===== src/rtl/pam5_channel_pkg.sv =====
// Shared types, constants and helpers for the 4-lane PAM5 channel emulator.
// Provides symbol/tap/sample typedefs, LFSR constants, saturation and LFSR step.
package pam5_channel_pkg;

    localparam int NUM_POST_DEF = 14;
    localparam int TAP_W_DEF    = 8;
    localparam int SAMPLE_W_DEF = 8;

    typedef logic signed [2:0]              symbol_t;
    typedef logic signed [TAP_W_DEF-1:0]    tap_t;
    typedef logic signed [SAMPLE_W_DEF-1:0] sample_t;

    localparam logic [15:0] LFSR_POLY = 16'hB400;
    localparam logic [15:0] LFSR_SEED = 16'hACE1;

    // Clamp v into the signed range of a w-bit two's complement number.
    function automatic logic signed [31:0] sat(
        input logic signed [31:0] v,
        input int                 w
    );
        logic signed [31:0] hi;
        logic signed [31:0] lo;
        hi = (32'sd1 <<< (w - 1)) - 32'sd1;
        lo = -hi - 32'sd1;
        if (v > hi)
            sat = hi;
        else if (v < lo)
            sat = lo;
        else
            sat = v;
    endfunction

    // One step of the right-shifting Galois LFSR.
    function automatic logic [15:0] lfsr_next(input logic [15:0] s);
        lfsr_next = s[0] ? ((s >> 1) ^ LFSR_POLY) : (s >> 1);
    endfunction

endpackage


===== src/rtl/pam5_channel_model_lane.sv =====
// channel_lane_fir: one lane of the channel - delay line, tap registers, MAC,
// optional LFSR noise (CHANNEL_NOISE_EN) and output saturation.
// Ports: clk_i/rst_i, in_valid_i/sym_i (symbol in), wr_en_i/wr_idx_i/wr_data_i
// (tap write, pre-decoded), noise_shift_i, out_en_i (stage-3 valid),
// sample_o (registered sample), sat_o (clamp happening this cycle).
module channel_lane_fir
    import pam5_channel_pkg::*;
#(
    parameter int NUM_POST  = 14,
    parameter int TAP_W     = 8,
    parameter int SAMPLE_W  = 8,
    parameter int OUT_SHIFT = 0,
    parameter int MAIN_RST  = 32,
    parameter int LANE      = 0
) (
    input  logic                clk_i,
    input  logic                rst_i,
    input  logic                in_valid_i,
    input  symbol_t             sym_i,
    input  logic                wr_en_i,
    input  logic [3:0]          wr_idx_i,
    input  logic [TAP_W-1:0]    wr_data_i,
    input  logic [2:0]          noise_shift_i,
    input  logic                out_en_i,
    output logic [SAMPLE_W-1:0] sample_o,
    output logic                sat_o
);

    localparam int ACC_W = TAP_W + 3 + $clog2(NUM_POST + 1);

    logic signed [TAP_W-1:0] tap_q [NUM_POST+1];
    symbol_t                 hist_q [NUM_POST];
    logic signed [ACC_W-1:0] acc_q;
    logic signed [ACC_W-1:0] acc_d;
    logic [SAMPLE_W-1:0]     sample_q;
    logic signed [SAMPLE_W-1:0] noise;
    logic signed [31:0]      y_d;
    logic signed [31:0]      ysat_d;

    // The incoming symbol is multiplied directly by the main cursor so the
    // accumulator registers in the same cycle the symbol enters the line.
    always_comb begin
        acc_d = ACC_W'(tap_q[0]) * ACC_W'(sym_i);
        for (int k = 1; k <= NUM_POST; k++) begin
            acc_d = acc_d + ACC_W'(tap_q[k]) * ACC_W'(hist_q[k-1]);
        end
    end

`ifdef CHANNEL_NOISE_EN
    localparam logic [15:0] SEED = LFSR_SEED ^ (16'(LANE) << 8);

    logic [15:0]                lfsr_q;
    logic signed [SAMPLE_W-1:0] nz_q;

    // Noise is captured alongside the accumulator, before the LFSR advances.
    always_ff @(posedge clk_i) begin
        if (rst_i) begin
            lfsr_q <= SEED;
            nz_q   <= '0;
        end else if (in_valid_i) begin
            lfsr_q <= lfsr_next(lfsr_q);
            nz_q   <= lfsr_q[SAMPLE_W-1:0];
        end
    end

    assign noise = nz_q >>> noise_shift_i;
`else
    logic unused_noise_shift;
    assign unused_noise_shift = ^noise_shift_i;
    assign noise = '0;
`endif

    always_comb begin
        y_d    = 32'(acc_q >>> OUT_SHIFT) + 32'(noise);
        ysat_d = sat(y_d, SAMPLE_W);
        sat_o  = out_en_i && (ysat_d != y_d);
    end

    always_ff @(posedge clk_i) begin
        if (rst_i) begin
            for (int k = 0; k < NUM_POST; k++) begin
                hist_q[k] <= '0;
            end
            tap_q[0] <= TAP_W'(MAIN_RST);
            for (int k = 1; k <= NUM_POST; k++) begin
                tap_q[k] <= '0;
            end
            acc_q    <= '0;
            sample_q <= '0;
        end else begin
            if (in_valid_i) begin
                hist_q[0] <= sym_i;
                for (int k = 1; k < NUM_POST; k++) begin
                    hist_q[k] <= hist_q[k-1];
                end
                acc_q <= acc_d;
            end
            // Written after the MAC read, so a coincident symbol sees the old tap.
            if (wr_en_i) begin
                tap_q[wr_idx_i] <= wr_data_i;
            end
            if (out_en_i) begin
                sample_q <= ysat_d[SAMPLE_W-1:0];
            end
        end
    end

    assign sample_o = sample_q;

endmodule


===== config.mk =====
export PLATFORM = sky130hd
export DESIGN_NAME = channel_lane_fir
export DESIGN_NICKNAME = d
export VERILOG_FILES = /design/src/rtl/pam5_channel_pkg.sv /design/src/rtl/pam5_channel_model_lane.sv
export SDC_FILE = /design/constraint.sdc
export NUM_CORES = 1
export LEC_CHECK = 0
export ABC_CLOCK_PERIOD_IN_PS = 10100
export CAP_MARGIN = 20
export CORE_MARGIN = 3
export CORE_UTILIZATION = 40
export CTS_CLUSTER_SIZE = 16
export DETAILED_ROUTE_END_ITERATION = 8
export RECOVER_POWER = 100
export SLEW_MARGIN = 25
export SYNTH_ARGS = -nofsm -noshare
export SYNTH_HDL_FRONTEND = slang
export SYNTH_SLANG_ARGS = --single-unit

===== constraint.sdc =====
create_clock -name clk_i -period 10.1 [get_ports clk_i]
set_input_delay 1.515 -clock clk_i [delete_from_list [all_inputs] [get_ports clk_i]]
set_output_delay 1.515 -clock clk_i [all_outputs]
set_load 0.1 [all_outputs]

======== Word-level counts from Yosys, hierarchy flattened ========
Memory sizes are Yosys's and may differ from the RTL's.
Cells that the tools add are included.
word-level totals
  register bits ........................... 23
  RAM bits ................................ 162
  output and inout bits ................... 9
  memories ................................ 2
cells by class
  add/sub/neg operators ................... 14
  multipliers ............................. 15
  magnitude comparators ................... 2
  eq/ne operators ......................... 1
  mux-type cells .......................... 27
  bitwise gates (word level) .............. 14
  reduce and logical (&&, ||, !) cells .... 2
memories
  name    depth  width  read ports  clocked after memory_dff  write ports  RTL line                       RTL
  tap_q   15     8      15          0                         15           pam5_channel_model_lane.sv:31  logic signed [TAP_W-1:0] tap_q [NUM_POST+1];
  hist_q  14     3      14          0                         14           pam5_channel_model_lane.sv:32  symbol_t hist_q [NUM_POST];
operators with widths
  operator                                                         count
  multiplier 8 x 3 -> 11 bit                                       15
  adder 15 x 11 -> 15 bit                                          10
  2-to-1 mux 32 bit                                                2
  2-to-1 mux 3 bit                                                 14
  != test 32 x 15 -> 1 bit                                         1
  adder 14 x 11 -> 15 bit                                          1
  greater-than comparator 15 x 8 -> 1 bit (second input constant)  1
  < comparator 15 x 8 -> 1 bit (second input constant)             1
  adder 13 x 11 -> 14 bit                                          1
  bitwise OR 1 bit                                                 14
  adder 12 x 11 -> 13 bit                                          1
  adder 11 x 11 -> 12 bit                                          1
  2-to-1 mux 1 bit                                                 9
  2-to-1 mux 8 bit                                                 1
  OR reduction 8 bit                                               1
  2-to-1 mux 4 bit                                                 1
  logical AND 1 bit                                                1

======== Depth between registers and ports, before layout ========
An unclocked memory read counts as a cell.
  depth after elaboration ................. 16
  mapped depth ............................ 27
  depth with buffers taken out ............ 26

======== Least setup slack after synthesis ========
No wires, ideal clock.
  path kind ............................... input -> register
  from .................................... input sym_i[2]
  to ...................................... register acc_q[13]
  library setup time ...................... 0.122 ns
  arrival ................................. 8.113 ns
  path slack .............................. 1.865 ns
  stages .................................. 23
  path through ............................ clkbuf_1 nor2b_1 fa_1 fa_1 fa_1 fa_1 inv_1 fa_1 inv_1 fa_1 inv_1 fa_1 inv_1 fa_1 fa_1 inv_1 fa_1 nor2b_1 o31ai_4 a211oi_2 a2111oi_4 a21o_2 a221o_1
on the way
  word-level cells in the longest chain between the ends .. 15
ends and longest elaborated chain
  what                                   RTL line                       RTL
  start: declaration                     pam5_channel_model_lane.sv:19  input symbol_t sym_i,
  multiplier 8 x 3 -> 11 bit             pam5_channel_model_lane.sv:43  acc_d = ACC_W'(tap_q[0]) * ACC_W'(sym_i);
  adder 11 x 11 -> 12 bit                pam5_channel_model_lane.sv:45  acc_d = acc_d + ACC_W'(tap_q[k]) * ACC_W'(hist_q[k-1]);
  adder 12 x 11 -> 13 bit                pam5_channel_model_lane.sv:45
  adder 13 x 11 -> 14 bit                pam5_channel_model_lane.sv:45
  adder 14 x 11 -> 15 bit                pam5_channel_model_lane.sv:45
  adder 15 x 11 -> 15 bit (10 in a row)  pam5_channel_model_lane.sv:45
  end signal: assignment                 pam5_channel_model_lane.sv:88  acc_q <= '0;
  end signal: assignment                 pam5_channel_model_lane.sv:96  acc_q <= acc_d;
  end: declaration                       pam5_channel_model_lane.sv:33  logic signed [ACC_W-1:0] acc_q;
No other way between the ends.
A chain may end at the register's enable or synchronous reset.

======== Worst setup path in the final report ========
Same ends and word-level chain as after synthesis.

==> impl_results.md <==
* DP HPWL at between 40 and 50 mm
* CP required at between 10 and 15 ns
* Critical path arrival at approximately 9.4 ns
* Reg clk slew, reported paths at about 0.07 ns
* Storage cell area at roughly 0.0053 mm²
* Rows at a little over 80
* F_max at 0.111 GHz
* H-tree depth at 4
* Kind of critical path: in2reg
* Clk_skew at approximately 0.011 ns
* Final setup viols at 0
* GR Util met3 at 3.22%
* Worst R2R Start: hist_q[0][29]
* Die X at 236 µm
* Post-synth design cell area at between 0.02 and 0.025 mm²
* I/O Buffers at 28
* Worst Setup SP: sym_i[2]
* Final Util at 43.8%
* GP Congestion at 0.911
* GRT met2 Usage at between 30% and 40%
* Antenna Cells at 0
* Largest net degree at the start of global routing at 45
* Failing checks: max-capacitance violations, max-slew violations
* Most frequent cell after synthesis: inv_1
* Max-slew violations at around 120
* Status: finished with violations
* Final min period at approximately 9.0 ns
* CTS tree: done
* Area grow syn2layout at 7.41%
* Period utilization at 89.6%
* GRT Max-Usage Layer: met2
* Final hold vios at 0
* Slew HR at -105%
* DRT Wirelength at 50.3 mm
* # DRC at 0
* Effective utilization at floorplan at approximately two fifths
* Reg2reg path depth at 23
* Yosys warns at 0
* Yosys reg bits at between 150 and 200
* Leading area contributor after synthesis: fa_1
* DRT Pass-1 Iters at 5
* Fillers at between 4,000 and 5,000
* Via count at 12,619
* Gate Count Post-Synth at about 1,900
* Post-synth top cells: inv_1, fa_1, and2_1
* Die H at between 200 and 250 µm
* Starting DRT DRC Count at a little under 700
* CTS sink count at between 150 and 200
* Vias in the first global route at around 14,000
* Area of the multi-input gates at approximately 0.014 mm²
* Worst-Skew Late Latency at 0.48 ns
* GR Overflow Total at 0
* Post-Syn Area per Cell at 10.9 µm²
* Clock Root Buffer: clkbuf_16
* Worst Hold Class: reg2reg
* Top FF cell, synth: edfxtp_1
* Drt via density at roughly 4.8
* First-pass GRT wire length at 79.9 mm
* CTS Buf Count at 17
* Die area at ~0.056 mm²
* Post-CTS Setup Repair Bufs at 0
* Number of max-cap violations at 4
* CTS resizes at 0
* Avg WL per Cell at 19.0 µm
* Leading post-synthesis cells by cell area: fa_1, edfxtp_1, inv_1
* Top cell type's share of synthesized area at ~41%
* Critical Path Sink Type: register
* Layout cells sized above 1 at 2.09%
* Netlist cell types at 51
* Worst-path maximum fanout at 14
* Total track usage at roughly a fifth
* Unrepaired setup endpoints after global routing: no
* Final #Nets at 2,485
* Worst reg2reg endpoint: acc_q[13]
* Initial antenna violation count at 0
* Final ANT Viol Nets at 0
* Max Root-Sink Buffers at 2
* Core area at a little over 0.05 mm²
* Fraction of registers with async set/reset at 0%
* CTS Hold Bufs at 0
* Flop2flop setup slack at approximately 2.1 ns
* GRT met1 Usage at about a quarter
* Worst setup path end: acc_q[13]
* Post-Syn Nets at roughly 2,500
* Sequential area share after synthesis at 25.2%
* Critical Path Start Type: input port
* EDFF count, synth at ~160
* Top Ports at 32
* Worst slew pin tran at about 3 ns
* Setup TNS at 0 ns
[worst min path at each step]
stage | start | to | slack (ns) | cells past startpoint
finish | sample_o[6] | sample_o[6] | 0.49 | 2
global route | sample_o[6] | sample_o[6] | 0.52 | 2
CTS | sample_o[6] | sample_o[6] | 0.49 | 2
detailed placement | sample_o[6] | sample_o[6] | 0.48 | 2
global placement | acc_q[9] | acc_q[9] | 0.48 | 2
floorplan | acc_q[9] | acc_q[9] | 0.46 | 2
[critical path, cell delays in order]
cell	delay (ns)
dlygate4sd3_1	0.53
buf_4	0.25
nor2b_1	0.23
fa_1	0.48
fa_1	0.51
fa_1	0.56
fa_1	0.57
inv_1	0.06
fa_1	0.50
inv_1	0.06
fa_1	0.54
inv_1	0.05
fa_1	0.47
inv_1	0.05
fa_1	0.38
fa_1	0.46
ha_1	0.34
nor2b_1	0.17
o31ai_1	0.56
a211oi_1	0.26
a2111oi_4	0.39
a2111oi_1	0.14
a221o_1	0.30
[state kept, by name, summed over array words and instances, names as in the netlist]
signal and cells:
tap_q 120, acc_q 15, sample_o 8, hist_q 42
[routing by layer]
metal | up-vias | part of all wire (%)
met4 | 0 | 2.3
met3 | 44 | 4.7
met5 | - | 0
met1 | 6592 | 44
li1 | 5747 | -
met2 | 236 | 49
[cell usage in the layout, fill, tap and decap left out, types with 3 or more instances in the layout]
| cell type | n |
|---|---|
| a211oi_1 | 4 |
| a21oi_1 | 12 |
| a311oi_1 | 7 |
| and2_0 | 104 |
| and2_1 | 161 |
| and3_1 | 4 |
| bufinv_16 | 3 |
| clkbuf_1 | 4 |
| clkbuf_16 | 17 |
| clkdlybuf4s50_1 | 15 |
| clkinvlp_4 | 4 |
| dfxtp_1 | 23 |
| dlygate4sd3_1 | 12 |
| edfxtp_1 | 162 |
| fa_1 | 430 |
| ha_1 | 82 |
| inv_1 | 477 |
| inv_6 | 3 |
| mux2_2 | 4 |
| mux2i_1 | 6 |
| nand2_1 | 135 |
| nand2b_1 | 81 |
| nand3_1 | 10 |
| nand3b_1 | 3 |
| nor2_1 | 71 |
| nor2b_1 | 24 |
| nor3_1 | 10 |
| o21ai_0 | 16 |
| o21bai_1 | 3 |
| or2_0 | 15 |
| xnor2_1 | 21 |
| xor2_1 | 4 |
[cell families (layout without fill, tap and decap cells)]
kind of cell    count (synthesis)  in the layout  synth area share, %
compound gates                 64             64                 2.22
buf+inv                       517            539                 9.20
simple gates                  625            625                 16.0
xor+xnor                       25             25                 1.04
mux                            11             11                0.552
flops                         185            185                 25.2
fa+ha+maj                     513            513                 45.7
[stage by stage]
stage	hold WS [ns]	setup slack [ns]	instances	instance area [µm²]
floorplan	0.460	1.87	1940	21100
global placement	0.475	1.07	2611	22100
detailed placement	0.484	0.948	2611	22100
CTS	0.494	1.44	2642	22700
global route	0.516	0.704	2642	22700
finish	0.486	1.06	2642	22700
[final cells by class]
cell class | count | share of cell area (%)
multi-input cells | 1238 | 60.9
flip-flops and latches | 185 | 23.5
inverters | 477 | 7.90
well taps | 680 | 3.76
clock buffers | 18 | 1.89
repair buffers | 31 | 1.28
clock inverters | 13 | 0.740
Power is left out: the tool's default activity adds up to more than one toggle a clock period on the data nets, which glitch-free logic cannot reach.
==> RTL change, RTL diff (config.mk and constraints unchanged) <==
The parameter `SAMPLE_W` goes from 8 to 6.
--- a/src/rtl/pam5_channel_model_lane.sv
+++ b/src/rtl/pam5_channel_model_lane.sv
@@ -8,7 +8,7 @@
 #(
     parameter int NUM_POST  = 14,
     parameter int TAP_W     = 8,
-    parameter int SAMPLE_W  = 8,
+    parameter int SAMPLE_W  = 6,
     parameter int OUT_SHIFT = 0,
     parameter int MAIN_RST  = 32,
     parameter int LANE      = 0
Ports: changed (resized sample_o); port bits go from 32 to 30. No check against the original RTL was run, so the function may have changed too.
==> RTL change against the original RTL <==
- the run still ends with capacitance limit, slew limit left
- final area down 0.26%
- critical path depth down 3
- setup slack better by 0.14 ns
- sequential cell count down 2
- register-to-register slack better by 0.45 ns
- via count up 0.23%
- area after synthesis down 0.16%
- routed wire length up 1.2%
- highest routed layer unchanged
Power is left out: the tool's default activity adds up to more than one toggle a clock period on the data nets, which glitch-free logic cannot reach.
==> RTL change: results <==
[run_status]
status = "finished, violations left"
violations = "capacitance limit, slew limit"

[synthesis]
syn_area_per_cell_um2 = 10.9
yosys-top-cells-count = "484 x inv_1, 430 x fa_1, 275 x and2_1"
yosysUniqueCellTypes = 41
netlist.area_leader.share_pct = 40.9

[worst_setup_path]
critPathMaxStageDelay_ns = 0.67
cpMaxStageDelayCell = "clkbuf_1"
r2r_slack_ns = 2.54
cp_max_fo = 13
worstPathArrival_ns = 9.27

[min_path]
min_to = "sample_o[5]"

[global_routing]
grt_pass1_vias = 14100
grt_max_degree = 54
grt_usage_pct = 19.5
antenna_found_initial = 2

[floorplan]
die_x_um = 235

[clocking]
cts_sinks = 183

[cells_and_area]
n_antenna_cell = 1
seq_area_mm2 = 0.00529
fin_cells = 2638
fillers = 4918
inv_count = 484
clockNetworkAreaShare_pct = 2.49

[place]
placed_cell_area_mm2 = 0.0221
gp_congestion = 0.884

[drt]
drt_iter0_drc = 826
avgViaCountPerCell = 4.79

[sta]
worst_pin_slew_ns = 2.86
hold_ws_ns = 0.469
slew_viol_final = 118

[flow_run]
maxCapViolations = 3
RTL change: changes by cell type after synthesis, sizes merged, moves of 6 or more:
| cell | before | now |
|---|---|---|
| nor2 | 71 | 50 |
| and2 | 265 | 275 |
| mux2 | 5 | 11 |
| nand2 | 135 | 123 |
| nor2b | 24 | 57 |
| inv | 477 | 484 |
| o21ai | 19 | 10 |
| nor3 | 10 | 16 |
| nand2b | 81 | 61 |
| a311oi | 7 | 0 |
RTL change: how the worst max path moves through the flow:
stage | startpoint | endpoint | slack (ns)
after floorplan | sym_i[2] | acc_q[13] | 1.95
after global placement | sym_i[1] | acc_q[13] | 1.20
after detailed placement | sym_i[1] | acc_q[13] | 1.14
after CTS | sym_i[1] | acc_q[13] | 1.64
after global routing | sym_i[2] | acc_q[14] | 0.89
final | sym_i[2] | acc_q[13] | 1.20
RTL change: cells by family after synthesis:
| family | synth area share, % |
|---|---|
| compound gates | 1.75 |
| xor+xnor | 1.08 |
| fa+ha+maj | 45.8 |
| buf+inv | 9.35 |
| flops | 25.1 |
| mux | 0.778 |
| simple gates | 16.2 |
RTL change: worst max-delay path, delay by kind of cell:
| family | cells | cell delay (ns) |
|---|---|---|
| simple gates | 3 | 0.64 |
| fa+ha+maj | 10 | 4.88 |
| buf+inv | 3 | 1.29 |
| compound gates | 4 | 0.92 |
RTL change: per-layer routing:
metal / up-vias / routed length (um) / GRT usage [%]
met1: 6595 / 22200 / 26.1
met4: 0 / 1470 / 6.10
met2: 291 / 24700 / 32.6
met5: - / 0 / 0
met3: 60 / 2470 / 3.05
li1: 5702 / - / -
